`src/rtl/code_pkg.sv`:
```
// Shared types and constants for the player-1 code entry stage and the player-2 compare stage.
package code_pkg;

   localparam int DEPTH      = 32;
   localparam int SYMS       = 5;
   localparam int SYM_W      = 2;
   localparam int WORD_W     = 10;
   localparam int DASH_TICKS = 2;
   localparam int ADDR_W     = 5;
   localparam int CNT_W      = 6;

   localparam logic [SYM_W-1:0] SYM_EMPTY = 2'b00;
   localparam logic [SYM_W-1:0] SYM_DOT   = 2'b01;
   localparam logic [SYM_W-1:0] SYM_DASH  = 2'b10;

   typedef enum logic [2:0] {
      ST_IDLE,
      ST_ARMED,
      ST_PRESSING,
      ST_COMMIT,
      ST_FINISHED
   } code_state_t;

   // Symbols are left-justified: symbol 0 occupies the top pair of the word.
   function automatic logic [WORD_W-1:0] pack_sym(input logic [WORD_W-1:0] word,
                                                   input logic [2:0]        idx,
                                                   input logic [SYM_W-1:0]  sym);
      logic [WORD_W-1:0] w;
      w = word;
      w[WORD_W - 1 - SYM_W * int'(idx) -: SYM_W] = sym;
      return w;
   endfunction

endpackage

```
`src/rtl/code_recorder_if.sv`:
```
// Write port from the code entry stage into the 32x10 code store.
interface code_recorder_if;
   import code_pkg::*;

   // wr_en is a one-cycle valid strobe with no ready: the store always accepts,
   // capturing wr_addr/wr_data at the rising edge that ends the strobe cycle.
   logic                wr_en;
   logic [ADDR_W-1:0]   wr_addr;
   logic [WORD_W-1:0]   wr_data;

   modport master (output wr_en, output wr_addr, output wr_data);
   modport slave  (input  wr_en, input  wr_addr, input  wr_data);

endinterface

```
`src/rtl/code_recorder_press_timer.sv`:
```
// Measures how long the symbol key is held and classifies the press as dot or dash.
module press_timer
   import code_pkg::*;
(
   input  logic             clock_1hz,
   input  logic             resetn,
   input  logic             start,
   input  logic             pressing,
   input  logic             key_n,
   output logic             sym_valid,
   output logic [SYM_W-1:0] sym_code
);

   localparam logic [1:0] DASH_LEN = 2'(DASH_TICKS);

   logic [1:0] press_len;

   always_ff @(posedge clock_1hz) begin
      if (!resetn) begin
         press_len <= 2'd0;
      end else if (start) begin
         press_len <= 2'd1;
      end else if (pressing) begin
         if (!key_n && press_len != 2'd3) begin
            press_len <= press_len + 2'd1;
         end
      end else begin
         press_len <= 2'd0;
      end
   end

   assign sym_valid = pressing && key_n;
   assign sym_code  = (press_len >= DASH_LEN) ? SYM_DASH : SYM_DOT;

endmodule

```
`src/rtl/code_recorder.sv`:
```
// Player-1 code entry: packs dot/dash presses into 10-bit words and writes them to the code store.
// Optional: CODE_RECORDER_AUTOCOMMIT_EN commits a word as soon as its fifth symbol lands.
module code_recorder
   import code_pkg::*;
(
   input  logic               clock_1hz,
   input  logic               resetn,
   input  logic               enable,
   input  logic               key_n,
   input  logic               next_n,
   input  logic               done_n,
   code_recorder_if.master    wr,
   output logic [CNT_W-1:0]   word_count,
   output logic [2:0]         sym_count,
   output logic               full,
   output logic               finished,
   output logic               overflow,
   output code_state_t        dbg_state
);

   code_state_t       state, state_next;
   logic              next_prev, done_prev;
   logic              next_fall, done_fall;
   logic [WORD_W-1:0] word;
   logic              done_pend;

   logic              start, pressing, ins_sym, drop_sym;
   logic              commit_wr, commit_drop, clr_word, set_pend;
   logic              sym_valid;
   logic [SYM_W-1:0]  sym_code;

   assign next_fall = next_prev && !next_n;
   assign done_fall = done_prev && !done_n;
   assign pressing  = (state == ST_PRESSING);

   press_timer u_press_timer (
      .clock_1hz (clock_1hz),
      .resetn    (resetn),
      .start     (start),
      .pressing  (pressing),
      .key_n     (key_n),
      .sym_valid (sym_valid),
      .sym_code  (sym_code)
   );

   always_ff @(posedge clock_1hz) begin
      if (!resetn) state <= ST_IDLE;
      else         state <= state_next;
   end

   always_comb begin
      state_next  = state;
      start       = 1'b0;
      ins_sym     = 1'b0;
      drop_sym    = 1'b0;
      commit_wr   = 1'b0;
      commit_drop = 1'b0;
      clr_word    = 1'b0;
      set_pend    = 1'b0;
      case (state)
         ST_IDLE: begin
            if (enable) state_next = ST_ARMED;
         end
         ST_ARMED: begin
            if (!enable) begin
               state_next = ST_IDLE;
               clr_word   = 1'b1;
            end else if (!key_n) begin
               state_next = ST_PRESSING;
               start      = 1'b1;
            end else if (done_fall) begin
               if (sym_count != 3'd0) begin
                  state_next = ST_COMMIT;
                  set_pend   = 1'b1;
               end else begin
                  state_next = ST_FINISHED;
               end
            end else if (next_fall && sym_count != 3'd0) begin
               state_next = ST_COMMIT;
            end
         end
         ST_PRESSING: begin
            if (!enable) begin
               state_next = ST_IDLE;
               clr_word   = 1'b1;
            end else if (sym_valid) begin
               state_next = ST_ARMED;
               if (sym_count < 3'(SYMS)) begin
                  ins_sym = 1'b1;
`ifdef CODE_RECORDER_AUTOCOMMIT_EN
                  if (sym_count == 3'(SYMS - 1)) state_next = ST_COMMIT;
`endif
               end else begin
                  drop_sym = 1'b1;
               end
            end
         end
         ST_COMMIT: begin
            clr_word    = 1'b1;
            commit_wr   = !full;
            commit_drop = full;
            state_next  = done_pend ? ST_FINISHED : ST_ARMED;
         end
         ST_FINISHED: begin
            state_next = ST_FINISHED;
         end
         default: begin
            state_next = ST_IDLE;
         end
      endcase
   end

   always_ff @(posedge clock_1hz) begin
      if (!resetn) begin
         next_prev  <= 1'b1;
         done_prev  <= 1'b1;
         word       <= '0;
         sym_count  <= 3'd0;
         word_count <= '0;
         overflow   <= 1'b0;
         done_pend  <= 1'b0;
      end else begin
         next_prev <= next_n;
         done_prev <= done_n;
         if (clr_word) begin
            word      <= '0;
            sym_count <= 3'd0;
         end else if (ins_sym) begin
            word      <= pack_sym(word, sym_count, sym_code);
            sym_count <= sym_count + 3'd1;
         end
         if (commit_wr) word_count <= word_count + 6'd1;
         if (drop_sym || commit_drop) overflow <= 1'b1;
         if (set_pend) done_pend <= 1'b1;
         else if (state == ST_COMMIT) done_pend <= 1'b0;
      end
   end

   // Gating with resetn keeps a reset that lands mid-commit from completing the write.
   assign wr.wr_en   = commit_wr && resetn;
   assign wr.wr_addr = word_count[ADDR_W-1:0];
   assign wr.wr_data = word;

   assign full      = (word_count == 6'(DEPTH));
   assign finished  = (state == ST_FINISHED);
   assign dbg_state = state;

endmodule

```
`src/flat_wrapper.sv`:
```
// flat-port wrapper written by rule: the top's interface ports become plain ports
module code_recorder_flat import code_pkg::*;
  (clock_1hz, resetn, enable, key_n, next_n, done_n, word_count, sym_count, full, finished, overflow, dbg_state, wr_wr_en, wr_wr_addr, wr_wr_data);
  code_recorder_if wr_i ();
  input  logic clock_1hz;
  input  logic resetn;
  input  logic enable;
  input  logic key_n;
  input  logic next_n;
  input  logic done_n;
  output logic [CNT_W-1:0] word_count;
  output logic [2:0] sym_count;
  output logic full;
  output logic finished;
  output logic overflow;
  output code_state_t dbg_state;
  output wire logic [$bits(wr_i.wr_en)-1:0] wr_wr_en;
  output wire logic [$bits(wr_i.wr_addr)-1:0] wr_wr_addr;
  output wire logic [$bits(wr_i.wr_data)-1:0] wr_wr_data;
  assign wr_wr_en = wr_i.wr_en;
  assign wr_wr_addr = wr_i.wr_addr;
  assign wr_wr_data = wr_i.wr_data;
  code_recorder u_core (.clock_1hz(clock_1hz), .resetn(resetn), .enable(enable), .key_n(key_n), .next_n(next_n), .done_n(done_n), .wr(wr_i), .word_count(word_count), .sym_count(sym_count), .full(full), .finished(finished), .overflow(overflow), .dbg_state(dbg_state));
endmodule
```
`config.mk`:
```
export PLATFORM = sky130hd
export DESIGN_NAME = code_recorder_flat
export DESIGN_NICKNAME = d
export VERILOG_FILES = /design/src/rtl/code_pkg.sv /design/src/rtl/code_recorder_if.sv /design/src/rtl/code_recorder_press_timer.sv /design/src/rtl/code_recorder.sv /design/src/flat_wrapper.sv
export SDC_FILE = /design/constraint.sdc
export NUM_CORES = 1
export LEC_CHECK = 0
export CAP_MARGIN = 10
export CORE_UTILIZATION = 44
export CTS_CLUSTER_DIAMETER = 120
export CTS_CLUSTER_SIZE = 40
export DETAILED_ROUTE_END_ITERATION = 8
export PLACE_DENSITY = 0.77
export SLEW_MARGIN = 0
export SYNTH_ARGS = -nofsm -noshare
export SYNTH_HDL_FRONTEND = slang
export SYNTH_HIERARCHICAL = 1
export SYNTH_SLANG_ARGS = --single-unit
```
`constraint.sdc`:
```
create_clock -name clock_1hz -period 1.8 [get_ports clock_1hz]
set_input_delay 0.36 -clock clock_1hz [delete_from_list [all_inputs] [get_ports clock_1hz]]
set_output_delay 0.36 -clock clock_1hz [all_outputs]
set_load 0.005 [all_outputs]
```
==> results.toml, run 1 <==
[outcome]
status = "finished, violations left"
violations = "setup timing"

[clocking]
numCtsBuffers = 3
worstSkewPairLatency_ps = 330
clkTransAtPathRegs_ps = 160
clock_sinks = 28
cts-root-buf = "clkbuf_4"
cts_tree = "yes"
clockBufferDepth = 2
cts_max_level = 1

[drt]
drt_wl_total_um = 3835
drt-pass1-iter-count = 4
drc = 0
ant_nets = 0
wl_per_cell_um = 14.05
via_per_inst = 5.601
drt_iter0_markers = 71
vias = 1529

[timing]
fmax_mhz = 546.8
setup_viol = 2
maxSlewHeadroom_pct = 72.00
tightest_slew_ps = 414.6
timing.hold.ws_ps = 487.8
clock_skew_ps = 1.668
finalHoldViolations = 0
fin_ws_ps = -28.84
rsz0062_at_grt = "true"
slew_viol_final = 0
min_period_over_period_pct = 101.6
fin_crit_ps = 1829

[finish]
final_cell_mix = "clkdlybuf4s50_1, buf_4, dfxtp_1"
multi_input_area_um2 = 863.3
diodes = 0
layout_commonest_cell = "clkdlybuf4s50_1"
fillers = 284
instances_no_fill = 273
drive_gt1_share_pct = 24.45
areaGrowthSynthToFinish_pct = 43.65
seqCellArea_um2 = 570.5
nets = 243
fin_area_um2 = 2137

[power_and_ir_drop]
power.total_mw = 1.246
peakVddDrop_mv = 0.4293
pwr_density_cell_nw_per_um2 = 583.1
p_leak_nw = 0.8380

[placement]
postPlaceCellArea_um2 = 2033
dpl.cell_count = 268
dp_hpwl_um = 2858
gp_congestion = 0.8513
placement.io_buffers = 36

[yosys]
syn_avg_cell_area_um2 = 8.599
synth_nets = 186
yosysSeqAreaShare_pct = 37.68
netlist_area_um2 = 1488
synth_edf_count = 0
yosysUniqueCellTypes = 49
async_reset_ff_share_pct = 0
synth_warnings = 6
ys_ff_latch = 28
synthesis.instances = 173
synth-main-ff-cell = "dfxtp_1"

[critical_path]
r2r_start = "u_core/dbg_state[1]$_SDFFE_PN0P_"
critPathLaunchType = "register"
worst_r2r_endpoint = "u_core/wr.wr_data[2]$_SDFFE_PP0P_"
r2r_setup_slack_ps = -30
cp.arrival_ps = 2060
max_stage_delay_ps = 400
path_cells = "or3b_4, inv_4, and2_4, nand4b_1, nor4_4, mux2i_1, nor2_1"
end_kind = "register"
crit_type = "register to register"
worstPathMaxFanout = 3
crit_end = "u_core/wr.wr_data[2]$_SDFFE_PP0P_"
slowest_stage = "or3b_4"
cp.required_ps = 2030
r2r_cells = 7
startpoint = "u_core/dbg_state[1]$_SDFFE_PN0P_"

[global_route]
antenna_found_initial = 0
grt_remaining_overflow = 0
grt_pass1_vias = 1492
grt_pass1_wl_um = 6120
grt_start_max_net_pins = 17
grtUsageTotal_pct = 22.47

[die]
die_area_um2 = 3617
num_rows = 20
dieWidth_um = 60.15
fp.coreArea_um2 = 3128
start_util_pct = 47.56
die_h_um = 60.15
io_pins = 37

[job]
drv_cap = 0

[min_path]
hp-class = "register to register"
## cell usage after synthesis, types with 2 or more instances
library cell,instances,area [um2]
nand3_1,11,55.05
a22oi_1,2,15.01
nand4_1,4,25.02
a21oi_1,5,25.02
nor3_1,7,35.03
o21ai_0,10,50.05
or3_1,2,12.51
a31oi_1,4,25.02
xor2_1,2,17.52
nor2_1,15,56.30
nand2b_1,3,18.77
nor3b_1,2,15.01
mux2i_1,4,40.04
inv_1,12,45.04
nand2_1,10,37.54
and3_1,2,12.51
and2_1,3,18.77
dfxtp_1,28,560.5
nor2b_1,2,12.51
ha_1,7,87.58
buf_4,5,37.54
and3b_1,2,17.52
buf_2,3,15.01
and2_2,2,15.01
nand3b_1,2,15.01
## power by group
group	internal, mW	switching, mW	total [mW]
Clock	0.225	0.194	0.419
Sequential	0.632	0.00571	0.637
Combinational	0.0896	0.0996	0.189
## critical path, delay by kind of cell (launching register included)
kind / cells / cell delay, ps
muxes: 1 / 240
and+or+nand+nor: 5 / 1060
buffers and inverters: 1 / 60
DFF: 1 / 360
## layout make-up
class / instances / share of cell area (%)
Clock buffer: 3 / 1.054
Clock inverter: 1 / 1.405
Inverter: 13 / 2.400
Multi-Input combinational cell: 123 / 40.40
Sequential cell: 28 / 26.70
Tap cell: 44 / 2.576
Timing Repair Buffer: 61 / 25.47
## worst min path at each step
stage                                       from                                 to  slack (ps)  cells past startpoint
2_1_floorplan                             resetn        u_core/done_prev$_SDFF_PN1_         430                      1
3_3_place_gp   u_core/wr.wr_data[0]$_SDFFE_PP0P_  u_core/wr.wr_data[0]$_SDFFE_PP0P_         460                      2
3_5_place_dp   u_core/wr.wr_data[0]$_SDFFE_PP0P_  u_core/wr.wr_data[0]$_SDFFE_PP0P_         460                      2
4_1_cts        u_core/wr.wr_data[0]$_SDFFE_PP0P_  u_core/wr.wr_data[0]$_SDFFE_PP0P_         490                      2
5_1_grt        u_core/wr.wr_data[9]$_SDFFE_PP0P_  u_core/wr.wr_data[9]$_SDFFE_PP0P_         530                      2
6_report       u_core/wr.wr_data[9]$_SDFFE_PP0P_  u_core/wr.wr_data[9]$_SDFFE_PP0P_         490                      2
## sequential cells by signal, indices dropped and copies added (netlist names)
signal	flops
u_core/done_prev	1
u_core/word_count	6
u_core/sym_count	3
u_core/dbg_state	3
u_core/u_press_timer/press_len	2
u_core/next_prev	1
u_core/done_pend	1
u_core/overflow	1
u_core/wr.wr_data	10
## metrics by stage
stage / setup TNS [ps] / setup slack [ps] / utilization, %
detailed placement: -2233 / -258.2 / 65.00
global route: -548.5 / -165.8 / 68.32
finish: -43.21 / -28.84 / 68.32
global placement: -986.4 / -227.6 / 65.00
floorplan: -257.8 / -69.71 / -
CTS: -44.28 / -24.64 / 67.40
## cells by family after synthesis
logic type      Yosys count  share of synthesized area [%]
compound gates           34                          15.81
xor+xnor                  3                          1.767
fa+ha+maj                 7                          5.887
buf+inv                  22                          7.064
flops                    28                          37.68
mux                       4                          2.691
simple gates             75                          29.10
## per-layer routing
metal / share of wire [%] / global-route usage (%) / vias to the layer above
met3: 4.7 / 1.948 / 4
met4: 0.81 / 10.96 / 0
met5: 0 / 0 / -
li1: - / - / 734
met2: 53 / 43.17 / 58
met1: 41 / 24.01 / 733
## timing repair
action | CTS | global route
hold buffers | 0 | 0
setup endpoints to repair | 5 | 11
setup buffers | 1 | 0
pin swaps | 1 | 4
gates resized for setup | 15 | 12
No activity file was read; power rests on OpenSTA's default activity.
==> inputs of run 2 (changes only) <==
--- a/config.mk
+++ b/config.mk
@@ -5,7 +5,6 @@
 export SDC_FILE = /design/constraint.sdc
 export NUM_CORES = 1
 export LEC_CHECK = 0
-export CAP_MARGIN = 10
 export CORE_UTILIZATION = 44
 export CTS_CLUSTER_DIAMETER = 120
 export CTS_CLUSTER_SIZE = 40
==> results of run 2 <==
Same layout as run 1: the final DEF is identical, and so are final timing and power.
